$ cat src/rtl/pipeline_ctrl.sv
// Hazard/sequencing controller for the 5-stage RV32 pipeline: stage enables,
// bubble/flush strobes, E-stage forwarding, dmem wait/timeout FSM, perf counters.
module pipeline_ctrl #(
   parameter int DWAIT_MAX = 16,
   parameter int CNT_W     = 32
) (
   input  logic             clk,
   input  logic             rst,
   input  logic [4:0]       Rs1_D,
   input  logic [4:0]       Rs2_D,
   input  logic             rs1_used_D,
   input  logic             rs2_used_D,
   input  logic [4:0]       Rs1_E,
   input  logic [4:0]       Rs2_E,
   input  logic [4:0]       Rd_E,
   input  logic             MemRead_E,
   input  logic             redirect_E,
   input  logic             RegWrite_M,
   input  logic [4:0]       Rd_M,
   input  logic             dmem_req_M,
   input  logic             dmem_ready,
   input  logic             imem_ready,
   input  logic             RegWrite_W,
   input  logic [4:0]       Rd_W,
   input  logic             ebreak_W,
   output logic             en_F,
   output logic             en_D,
   output logic             en_E,
   output logic             en_M,
   output logic             flush_D,
   output logic             flush_E,
   output logic             flush_W,
   output logic [1:0]       fwdA_E,
   output logic [1:0]       fwdB_E,
   output logic             halted,
   output logic             bus_err,
   output logic [CNT_W-1:0] stall_cnt,
   output logic [CNT_W-1:0] flush_cnt
);
   localparam int WC_W = (DWAIT_MAX > 2) ? $clog2(DWAIT_MAX) : 1;

   typedef enum logic [1:0] {RUN, DWAIT, HALT} state_t;

   state_t          state, state_nxt;
   logic [WC_W-1:0] wait_cnt, wait_cnt_nxt;
   logic            bus_err_nxt;
   logic            mem_stall, load_use;

   assign mem_stall = dmem_req_M & ~dmem_ready;
   assign load_use  = MemRead_E & (Rd_E != 5'd0) &
                      ((rs1_used_D & (Rd_E == Rs1_D)) | (rs2_used_D & (Rd_E == Rs2_D)));

   always_comb begin
      en_F         = 1'b0;
      en_D         = 1'b0;
      en_E         = 1'b0;
      en_M         = 1'b0;
      flush_D      = 1'b0;
      flush_E      = 1'b0;
      flush_W      = 1'b0;
      state_nxt    = state;
      wait_cnt_nxt = wait_cnt;
      bus_err_nxt  = bus_err;

      if (rst || state == HALT) begin
         // everything frozen
      end else if (mem_stall) begin
         flush_W = 1'b1;
      end else if (redirect_E) begin
         {en_F, en_D, en_E, en_M} = 4'hf;
         flush_D = 1'b1;
         flush_E = 1'b1;
      end else if (load_use) begin
         {en_E, en_M} = 2'b11;
         flush_E = 1'b1;
      end else if (!imem_ready) begin
         {en_D, en_E, en_M} = 3'b111;
         flush_D = 1'b1;
      end else begin
         {en_F, en_D, en_E, en_M} = 4'hf;
      end

      // ebreak wins over a coincident stall; a retiring ebreak right as a
      // DWAIT ends must also halt, otherwise it would be lost.
      case (state)
         RUN: begin
            if (ebreak_W) begin
               state_nxt = HALT;
            end else if (mem_stall) begin
               state_nxt    = DWAIT;
               wait_cnt_nxt = WC_W'(1);
            end
         end
         DWAIT: begin
            if (ebreak_W) begin
               state_nxt    = HALT;
               wait_cnt_nxt = '0;
            end else if (!mem_stall) begin
               state_nxt    = RUN;
               wait_cnt_nxt = '0;
            end else if (wait_cnt == WC_W'(DWAIT_MAX - 1)) begin
               state_nxt    = HALT;
               wait_cnt_nxt = '0;
               bus_err_nxt  = 1'b1;
            end else begin
               wait_cnt_nxt = wait_cnt + 1'b1;
            end
         end
         default: state_nxt = HALT;
      endcase
   end

   always_ff @(posedge clk or posedge rst) begin
      if (rst) begin
         state     <= RUN;
         wait_cnt  <= '0;
         bus_err   <= 1'b0;
         stall_cnt <= '0;
         flush_cnt <= '0;
      end else begin
         state    <= state_nxt;
         wait_cnt <= wait_cnt_nxt;
         bus_err  <= bus_err_nxt;
         if (!en_F && state != HALT && stall_cnt != '1)
            stall_cnt <= stall_cnt + 1'b1;
         if ((flush_D || flush_E) && flush_cnt != '1)
            flush_cnt <= flush_cnt + 1'b1;
      end
   end

   assign halted = (state == HALT);

   // M result is younger than W, so it wins when both match
   function automatic logic [1:0] fwd_sel(input logic [4:0] rs);
      if (RegWrite_M && Rd_M != 5'd0 && Rd_M == rs)      return 2'b10;
      else if (RegWrite_W && Rd_W != 5'd0 && Rd_W == rs) return 2'b01;
      else                                               return 2'b00;
   endfunction

   assign fwdA_E = rst ? 2'b00 : fwd_sel(Rs1_E);
   assign fwdB_E = rst ? 2'b00 : fwd_sel(Rs2_E);
endmodule
$ cat config.mk
export PLATFORM = sky130hd
export DESIGN_NAME = pipeline_ctrl
export DESIGN_NICKNAME = d
export VERILOG_FILES = /design/src/rtl/pipeline_ctrl.sv
export SDC_FILE = /design/constraint.sdc
export NUM_CORES = 1
export LEC_CHECK = 0
export ABC_AREA = 1
export BUFFER_PORTS_ARGS = -buffer_cell sky130_fd_sc_hd__buf_4
export CAP_MARGIN = 30
export CORE_UTILIZATION = 35
export CTS_CLUSTER_DIAMETER = 30
export DETAILED_ROUTE_END_ITERATION = 10
export PLACE_DENSITY_LB_ADDON = 0.08
export RECOVER_POWER = 25
export REMOVE_ABC_BUFFERS = 1
export SYNTH_ARGS = -nofsm -noshare
export SYNTH_HDL_FRONTEND = slang
export SYNTH_SLANG_ARGS = --single-unit
$ cat constraint.sdc
create_clock -name clk -period 2.4 [get_ports clk]
set_input_delay 0.24 -clock clk [delete_from_list [all_inputs] [get_ports clk]]
set_output_delay 0.24 -clock clk [all_outputs]
set_load 0.03 [all_outputs]
==> results.py <==
metrics = {
    "outcome": {
        "run_status": "completed",
    },
    "timing": {
        "tightestPinTransition_ps": 799,
        "fin_skew_ps": 7.68,
        "rsz0062_at_grt": "no",
        "slew_headroom_pct": 46.7,
        "layout_min_cycle_time_ps": 2130,
        "final.period_utilization_pct": 88.6,
        "maxSlewViolCount": 0,
        "setup_ws_ps": 273,
        "max_freq_mhz": 470,
        "setup_viol": 0,
        "finalHoldViolations": 0,
    },
    "clocking": {
        "clk_pin_slew_ps": 50,
        "cts_tree": "yes",
        "clockBufferDepth": 2,
        "htreeDepth": 3,
        "clkSinkCount": 71,
        "cts-root-buf": "clkbuf_16",
        "cts_resized": 0,
        "clkLatencyLatePin_ps": 330,
        "cts_buffers": 9,
    },
    "detailed_routing": {
        "vias": 5440,
        "wl_um": 15300,
        "dr.pass1.iters": 4,
        "drt_iter0_markers": 266,
        "ant_nets": 0,
        "wl_per_cell_um": 14.0,
        "detail_route.vias_per_cell": 4.98,
        "drc_errors": 0,
    },
    "global_route": {
        "grt_usage_pct": 21.1,
        "grt-ovfl-total": 0,
        "grt_pass1_vias": 5283,
        "grt_pass1_wl_um": 25400,
        "antenna_found_initial": 0,
        "grt_max_degree": 34,
    },
    "setup_path": {
        "crit_family": "buffers and inverters",
        "crit_chain": "dlygate4sd3_1, clkbuf_1, nor2_1, inv_1, nor2_2, nand3_1, inv_1, buf_4",
        "critPathSlowestCell": "dlygate4sd3_1",
        "setup.worst_path.end_class": "output port",
        "reg2reg_slack_ps": 290,
        "crit_buf_inv": 5,
        "timing.rr.start": "flush_cnt[1]",
        "worstPathMaxFanout": 6,
        "path_class": "in -> out",
        "r2r_cells": 10,
        "startpoint_type": "primary input",
        "slowest_delay_ps": 530,
        "cp_common_cell": "inv_1",
        "reg2reg_to": "flush_cnt[4]",
        "critPathArrivalTime_ps": 1890,
        "critPathRequiredTime_ps": 2160,
    },
    "synthesis": {
        "yosysSeqAreaShare_pct": 34.2,
        "synth_edf_count": 0,
        "synthCells": 780,
        "synth_cell_types": 33,
        "synthArstFlopShare_pct": 100,
        "ys.flop_type": "dfrtp_1",
        "syn-cell-area_sq_um": 5190,
        "synth_top_area_share_pct": 34.2,
        "synth.area.top_cells": "dfrtp_1 (34%), nand2_1 (21%), xor2_1 (7.1%)",
        "yosys_warnings": 0,
        "avgSynthCellArea_sq_um": 6.66,
        "yosys.area.top_type": "dfrtp_1",
        "synth_common_cells": "nand2_1 (291), nor2_1 (75), inv_1 (73)",
        "synth_most_common_cell": "nand2_1",
        "synth_seq_cells": 71,
    },
    "power_and_ir_drop": {
        "swShare_pct": 23.7,
        "cellLeakagePower_nw": 3.35,
        "pwr-share-comb_pct": 8.6,
        "power_frac_clock_pct": 46.3,
        "total_power_mw": 2.72,
        "power_frac_seq_pct": 45.1,
        "ir_drop_v": 0.000348,
        "internal_power_mw": 2.07,
        "p_switching_mw": 0.644,
        "powerDensity_nw_per_um2": 418,
    },
    "run": {
        "max_cap_viol_count": 0,
    },
    "worst_hold_path": {
        "holdPathEnd": "state[1]",
        "min_from": "ebreak_W",
        "hold_depth": 2,
        "hold_class": "in -> reg",
    },
    "place": {
        "place_inst": 1079,
        "pre_cts_slack_ps": 311,
        "place_congestion": 0.969,
        "dp_hpwl_um": 11800,
        "numPortBuffers": 123,
    },
    "floorplan": {
        "io-pin-count": 124,
        "die_h_um": 124,
        "die_w_um": 124,
        "placementRows": 44,
        "core_sq_um": 14500,
        "fp.dieArea_sq_um": 15300,
        "start_util_pct": 35.7,
    },
    "final_layout": {
        "fin_nets": 957,
        "fin_cells": 1093,
        "antenna_cells": 0,
        "area_growth_pct": 25.0,
        "drive_gt1_share_pct": 14.4,
        "nFillCells": 1577,
        "finish.utilization_pct": 44.7,
    },
}
[metrics by stage]
step | hold slack (ps) | cell area, sq um | TNS, ps
after floorplan | 354 | 5070 | -40310
after global placement | 325 | 6340 | 0
after detailed placement | 332 | 6340 | 0
after CTS | 113 | 6630 | 0
after global routing | 128 | 6490 | 0
final | 120 | 6490 | 0
[worst reg2reg max path, cell delays in order, from the launching register on]
cell and delay [ps]:
dfrtp_1 430, ha_1 270, nand2_1 90, nor2_2 170, nand2_1 160, nor2_2 180, nand4_2 170, nand2_1 150
buf_4 240, nand2_1 90, nand2_1 70
[layout make-up]
class,instances,area (sq um),share of cell area (%)
Multi-Input combinational cell,612,3010,46.4
Sequential cell,71,1780,27.4
Inverter,74,278,4.28
Timing Repair Buffer,139,927,14.3
Clock inverter,1,5.00,0.0771
Tap cell,184,230,3.54
Clock buffer,12,267,4.10
[power by group through the flow]
stage	clock network (mW)	registers, mW	logic (mW)
floorplan	0	1.26	0.102
global placement	0	1.24	0.239
detailed placement	0	1.25	0.246
CTS	1.29	1.22	0.248
global route	1.34	1.23	0.265
finish	1.26	1.22	0.234
[cells by family (layout without fill, tap and decap cells)]
| kind of cell | count (synthesis) | count (layout) | synth area share [%] |
|---|---|---|---|
| DFF | 71 | 71 | 34.2 |
| xor gates and xnor gates | 62 | 62 | 10.5 |
| and+or+nand+nor | 523 | 523 | 44.1 |
| buffers and inverters | 97 | 226 | 7.83 |
| AOI/OAI and AO/OA | 24 | 24 | 2.72 |
| adders and majority gates | 3 | 3 | 0.723 |
[cells in the final DEF, fill, tap and decap left out, types with 2 or more instances in the layout]
| master | count |
|---|---|
| clkbuf_16 | 9 |
| nor2_4 | 2 |
| nand4_1 | 41 |
| nand2_1 | 291 |
| a21oi_1 | 5 |
| dfrtp_1 | 71 |
| ha_1 | 3 |
| buf_4 | 102 |
| nand3b_1 | 6 |
| nand3_1 | 63 |
| or2_2 | 2 |
| clkbuf_8 | 3 |
| inv_1 | 73 |
| nor2_1 | 75 |
| nor2_2 | 5 |
| o22ai_1 | 3 |
| nor3_1 | 25 |
| xor2_1 | 42 |
| nor4_1 | 8 |
| clkbuf_1 | 35 |
| xnor2_1 | 20 |
| o21ai_0 | 11 |
[worst max path at each step]
stage          cells past startpoint  slack [ps]         start            end
2_1_floorplan                     10        -650      state[1]   flush_cnt[0]
3_3_place_gp                      10         350  flush_cnt[1]  flush_cnt[31]
3_5_place_dp                      10         310  flush_cnt[1]   flush_cnt[4]
4_1_cts                            8         240           rst           en_F
5_1_grt                            8          90           rst           en_F
6_report                           8         270           rst           en_F
[layer usage]
metal	vias to the layer above	routed length (um)	track usage, %	share of wire, %
met3	22	575	3.53	3.8
met1	2526	6730	25.4	44
li1	2763	-	-	-
met4	0	282	6.25	1.8
met5	-	0	0	0
met2	129	7710	38.0	50
[registers in the layout, summed over array words and instances, names as in the netlist]
register / count
stall_cnt: 32
wait_cnt: 4
bus_err: 1
state: 2
flush_cnt: 32
[repair_timing]
action / CTS / global route
buffers inserted: 0 / 0
hold buffers: 1 / 0
endpoints found under the hold margin: 19 / 0
Power figures use the tool's default switching activity.
